## config.mk

```make
export PLATFORM = sky130hd
export DESIGN_NAME = bin_to_seven_segment_flat
export DESIGN_NICKNAME = d
export VERILOG_FILES = /design/src/rtl/bin_to_seven_segment_if.sv /design/src/rtl/bin_to_seven_segment.sv /design/src/flat_wrapper.sv
export SDC_FILE = /design/constraint.sdc
export NUM_CORES = 1
export LEC_CHECK = 0
export CAP_MARGIN = 0
export CORE_MARGIN = 5
export CORE_UTILIZATION = 38
export CTS_CLUSTER_DIAMETER = 120
export DETAILED_ROUTE_END_ITERATION = 8
export GPL_TIMING_DRIVEN = 0
export HOLD_SLACK_MARGIN = 0.03
export MAX_ROUTING_LAYER = met4
export PLACE_DENSITY_LB_ADDON = 0.08
export SKIP_LAST_GASP = 1
export SLEW_MARGIN = 10
export SYNTH_ARGS = -nofsm -noshare
export SYNTH_HDL_FRONTEND = slang
export SYNTH_SLANG_ARGS = --single-unit
```

## constraint.sdc

```tcl
create_clock -name clk -period 0.9 [get_ports clk]
set_input_delay 0.09 -clock clk [delete_from_list [all_inputs] [get_ports clk]]
set_output_delay 0.09 -clock clk [all_outputs]
set_load 0.01 [all_outputs]
```

## src/rtl/bin_to_seven_segment_if.sv

```systemverilog
`default_nettype none
// ============================================================================
//  Module      : bin_to_seven_segment_if
//  Description : Bundles the value input and the display outputs of the
//                seven-segment decoder. The master drives the value; the
//                slave (the decoder) drives the LED mirror and segment pins.
//  Revision    : 1.0 - initial release
// ============================================================================
interface bin_to_seven_segment_if;
    logic [3:0] bin;
    logic [3:0] led_ind;
    logic [6:0] seg;

    modport master (
        output bin,
        input  led_ind,
        input  seg
    );

    modport slave (
        input  bin,
        output led_ind,
        output seg
    );
endinterface
`default_nettype wire

```

## src/rtl/bin_to_seven_segment.sv

```systemverilog
`default_nettype none
// ============================================================================
//  Module      : bin_to_seven_segment
//  Description : Registered 4-bit binary to hexadecimal seven-segment decoder
//                with a registered binary LED mirror. Segment order on seg is
//                a..g at bits 0..6; SEG_ACTIVE_LOW selects pin polarity.
//  Revision    : 1.0 - initial release
// ============================================================================
module bin_to_seven_segment #(
    parameter bit SEG_ACTIVE_LOW = 1'b1
) (
    input  wire logic               clk,
    input  wire logic               rst_n,
    bin_to_seven_segment_if.slave   bus
);

    // All segments dark in the selected polarity.
    localparam logic [6:0] c_seg_dark = SEG_ACTIVE_LOW ? 7'b111_1111 : 7'b000_0000;

    logic [6:0] w_seg_lit;
    logic [6:0] seg_d;
    logic [3:0] led_d;
    logic [6:0] seg_q;
    logic [3:0] led_q;

    // Hex glyph lookup, active-high, bits g..a; every code has a glyph.
    always_comb begin
        w_seg_lit = 7'b000_0000;
        case (bus.bin)
            4'h0: w_seg_lit = 7'b011_1111;
            4'h1: w_seg_lit = 7'b000_0110;
            4'h2: w_seg_lit = 7'b101_1011;
            4'h3: w_seg_lit = 7'b100_1111;
            4'h4: w_seg_lit = 7'b110_0110;
            4'h5: w_seg_lit = 7'b110_1101;
            4'h6: w_seg_lit = 7'b111_1101;
            4'h7: w_seg_lit = 7'b000_0111;
            4'h8: w_seg_lit = 7'b111_1111;
            4'h9: w_seg_lit = 7'b110_1111;
            4'hA: w_seg_lit = 7'b111_0111;
            4'hB: w_seg_lit = 7'b111_1100;
            4'hC: w_seg_lit = 7'b011_1001;
            4'hD: w_seg_lit = 7'b101_1110;
            4'hE: w_seg_lit = 7'b111_1001;
            4'hF: w_seg_lit = 7'b111_0001;
        endcase
    end

    // Apply pin polarity and form the LED mirror for the next edge.
    always_comb begin
        seg_d = SEG_ACTIVE_LOW ? ~w_seg_lit : w_seg_lit;
        led_d = bus.bin;
    end

    // Output registers keep the pins glitch-free; reset blanks the display.
    always_ff @(posedge clk) begin
        if (!rst_n) begin
            seg_q <= c_seg_dark;
            led_q <= 4'b0000;
        end else begin
            seg_q <= seg_d;
            led_q <= led_d;
        end
    end

    assign bus.seg     = seg_q;
    assign bus.led_ind = led_q;

endmodule
`default_nettype wire

```

## src/flat_wrapper.sv

```systemverilog
// flat-port wrapper written by rule: the top's interface ports become plain ports
module bin_to_seven_segment_flat 
#(
    parameter bit SEG_ACTIVE_LOW = 1'b1
)
  (clk, rst_n, bus_bin, bus_led_ind, bus_seg);
  bin_to_seven_segment_if bus_i ();
  input  wire logic clk;
  input  wire logic rst_n;
  input wire logic [$bits(bus_i.bin)-1:0] bus_bin;
  output wire logic [$bits(bus_i.led_ind)-1:0] bus_led_ind;
  output wire logic [$bits(bus_i.seg)-1:0] bus_seg;
  assign bus_i.bin = bus_bin;
  assign bus_led_ind = bus_i.led_ind;
  assign bus_seg = bus_i.seg;
  bin_to_seven_segment #(.SEG_ACTIVE_LOW(SEG_ACTIVE_LOW)) u_core (.clk(clk), .rst_n(rst_n), .bus(bus_i));
endmodule
```

Word level (Yosys, flattened, before mapping)
Memories as Yosys holds them, arrays and structs flattened.
Cells that the tools add are included.
- register bits: 11
- bits in read-only memories: 112
- input bits: 6
- output and inout bits: 11
- word-level logic and storage cells: 4
- memories: 1
- memories (name ; words ; bits a word ; rd ports ; clocked after memory_dff ; wr ports ; line ; source):
    (name not given) ; 16 ; 7 ; 1 ; 0 ; 0 ; bin_to_seven_segment.sv:29 ; case (bus.bin)
- bitwise gates (word level): 1
- operators with widths (operator ; count):
    $not 7->7 ; 1

Longest topological paths before layout
An unclocked memory read counts as a cell.
- depth after elaboration: 2
- gate-level depth with buffers: 5
- mapped depth without buffers: 5

Worst setup path after synthesis
OpenSTA, ideal clock, no wires.
- path type: input port to flip-flop
- from: in bus_bin[0]
- to: reg u_core.seg_q[0], in the netlist u_core.bus.seg[0]
- library setup time: 127 ps
- arrival: 804 ps
- data required time: 773 ps
- slack: -31 ps
- stages: 5
- cells stage by stage: inv_1 -> ha_1 -> or3b_1 -> o221ai_1 -> nand2_1
- longest elaborated chain between the ends: 2
- RTL lines (element ; line ; source):
    start, declared ; flat_wrapper.sv:10 ; input wire logic [$bits(bus_i.bin)-1:0] bus_bin;
    $mem_v2 16x7 ; - ;
    $not 7->7 ; bin_to_seven_segment.sv:51 ; seg_d = SEG_ACTIVE_LOW ? ~w_seg_lit : w_seg_lit;
    end signal, assigned ; bin_to_seven_segment.sv:58 ; seg_q <= c_seg_dark;
    end signal, assigned ; bin_to_seven_segment.sv:61 ; seg_q <= seg_d;
    end, declared ; bin_to_seven_segment.sv:23 ; logic [6:0] seg_q;
No other way between the ends.
A chain may end at the register's enable or synchronous reset.

Worst setup path after layout
- from: reg u_core.seg_q[3], in the netlist u_core.bus.seg[3]
- to: out bus_seg[3]
- RTL lines (element ; line ; source):
    end, declared ; flat_wrapper.sv:12 ; output wire logic [$bits(bus_i.seg)-1:0] bus_seg;
No word-level cell between the ends.

==> results by group <==
Outcome
  • Outcome: finished, final reports clean

Global routing
  • GRT Total Usage: 10.58%
  • Antenna violations before repair: 0
  • First-pass GRT wire length: 1600 microns
  • Grt ovf: 0
  • Vias in the first global route: 388
  • Largest net degree at the start of global routing: 12

STA
  • Final hold vios: 0
  • Final worst-path cycle share: 96.68%
  • Min Hold Slack: 0.1301 ns
  • Setup TNS: 0 ns
  • Fin. max-slew vios: 0
  • FMAX: 1149 MHz
  • Post-layout min period: 0.8701 ns
  • Final setup vio count: 0
  • Worst slew pin tran: 0.2989 ns
  • Slew headroom: 80.01%
  • Unrepaired setup endpoints after global routing: false

Power and ir drop
  • P_leak: 0.3101 nW
  • Power density of the placed cells: 1532 mW/mm^2
  • Peak supply drop: 0.8741 mV

Run
  • Max Cap Violations: 0

Synthesis
  • Xor/xnor share of the synthesized area: 1.655%
  • Largest family of logic cells by synthesized area: simple AND/OR/NAND/NOR gates
  • Synthesized Nets: 64
  • Synth Register Bits: 11
  • Synth Area in Compound Gates: 11.35%
  • Adder-cell area share of the yosys netlist: 14.18%
  • Post-synthesis mux area share: 6.147%
  • Mapped Area: 529.3 sq um
  • Total number of yosys warnings: 0
  • Register area share after synthesis: 41.61%
  • Syn Inst Count: 52
  • Simple-gate portion of the synthesized area: 19.86%
  • Yosys cell types: 23
  • Synth Area per Inst: 10.18 sq um

Route
  • Drt drc: 0
  • Final WL: 946 microns
  • Final ANT Viol Nets: 0
  • Wirelength per Cell: 11.00 microns
  • Vias per cell: 4.802
  • First-pass DRT Iterations: 3
  • Vias: 413
  • Initial DRC count: 9

Cells and area
  • Share of layout cells above drive strength 1: 32.39%
  • Design area: 673.1 sq um
  • Most common cell after layout, fill and taps aside: dfxtp_1
  • Fillers: 126
  • Nets@finish: 84
  • Most frequent cells in the layout: 11 x dfxtp_1, 8 x clkbuf_2, 5 x buf_2, 5 x nand2_1
  • Number of diodes: 0
  • Area grow syn2layout: 27.19%
  • Non-filler instance count after layout: 86

Die
  • Site Rows: 13
  • Core ar.: 0.001318 sq mm
  • Number of placed I/O pins: 17
  • DIE AREA: 0.002239 sq mm
  • Die X: 47.32 microns
  • Starting density of the core: 40.17%
  • Vert. Die Dim: 47.32 microns

Worst setup path
  • Startpoint Class: flip-flop
  • Critical setup path kind: flip-flop to output pin
  • CP bufs+invs: 1
  • Crit path max-delay family: flip-flops
  • Crit end category: output pin
  • CP Cell Sequence: clkdlybuf4s15_1
  • Arrival time at the worst endpoint: 0.78 ns
  • Slowest-stage cell, CP: dfxtp_1
  • CP Max Fanout: 1
  • Slowest stage delay, CP: 0.30 ns
  • Req. time, crit path: 0.81 ns

Clocking
  • CTS sink cnt: 11
  • CTS Hold Bufs: 0
  • TritonCTS clock tree: done
  • Root Driver: clkbuf_4
  • Number of CTS-inserted buffers: 3
  • H-tree Lvls: 1
  • Post-CTS setup repair buffer count: 0
  • Reg clk slew, reported paths: 0.06 ns
  • Clk buf depth: 2

Placement
  • I/O Buffers: 16
  • Placed cells: 83
  • HPWL after detailed placement: 752.4 microns
  • DP Area: 713.2 sq um
  • RePlAce Congestion: 0.7564

Worst hold path
  • Min-Delay Path Class: input pin to flip-flop
## cells in the mapped netlist
| cell | instances | share of area, % |
|---|---|---|
| dfxtp_1 | 11 | 42 |
| ha_1 | 6 | 14 |
| nand2_1 | 5 | 3.5 |
| and2_1 | 4 | 4.7 |
| nand3_1 | 3 | 2.8 |
| inv_1 | 2 | 1.4 |
| mux2_2 | 2 | 4.3 |
| nand2b_1 | 2 | 2.4 |
| o211ai_1 | 2 | 2.8 |
| o311ai_0 | 2 | 3.3 |
| a21bo_1 | 1 | 1.9 |
| buf_2 | 1 | 0.94 |
| buf_6 | 1 | 2.1 |
| clkbuf_1 | 1 | 0.71 |
| mux2i_1 | 1 | 1.9 |
| nand3b_1 | 1 | 1.4 |
| nor2_1 | 1 | 0.71 |
| nor2b_1 | 1 | 1.2 |
| o221ai_1 | 1 | 1.7 |
| o311ai_1 | 1 | 1.7 |
| or2b_1 | 1 | 1.4 |
| or3b_1 | 1 | 1.7 |
| xor2_1 | 1 | 1.7 |
## registers in the layout (all words and copies together), names as in the netlist
signal	cells
u_core.bus.led_ind	4
u_core.bus.seg	7
## final cells by class
class / instances / area, sq um / share of cell area [%]
multi-input combinational: 36 / 286.5 / 42.57
sequential: 11 / 220.2 / 32.71
timing repair buffer: 16 / 97.59 / 14.50
clock buffer: 4 / 26.28 / 3.903
tap: 15 / 18.77 / 2.788
buffer: 2 / 16.27 / 2.416
inverter: 2 / 7.507 / 1.115
## layer usage
metal  up-vias  GRT usage, %  part of all wire, %
met4         0         4.972                 0.95
met2        13         14.71                   44
met5         -             -                    0
li1        216             -                    -
met3         2         4.598                   11
met1       182         12.93                   44
## worst paths after layout
check	end	startpoint	slack, ns	depth (start not counted)
worst max-delay path	bus_seg[3]	u_core.bus.seg[3]	0.03	1
worst min-delay path	u_core.bus.led_ind[0]	bus_bin[0]	0.13	2
## report_power, final
part           total (W)  switching (W)  internal (W)
Clock           0.000312       0.000141      0.000171
Combinational   0.000190       0.000100     0.0000896
Sequential      0.000530     0.00000735      0.000522
## per-stage QoR
stage	power, W	worst slack, ns	utilization [%]
after CTS	0.001068	-0.02336	55.56
final	0.001031	0.02992	51.09
after floorplan	0.0006530	0.00002359	-
after detailed placement	0.0007739	-0.7210	54.13
after global routing	0.001098	0.002968	51.09
after global placement	0.0007724	-0.7308	54.13
## cells by family after synthesis
logic type,after synthesis
muxes,3
buffers and inverters,5
DFF,11
AOI/OAI and AO/OA,7
adders and majority gates,6
and+or+nand+nor,19
xor gates and xnor gates,1
## timing repair
action                                  CTS  global route
pin swaps                                 0             0
gates resized for setup                  34            12
endpoints found under the setup margin   18            13
(Power assumes the default switching activity.)
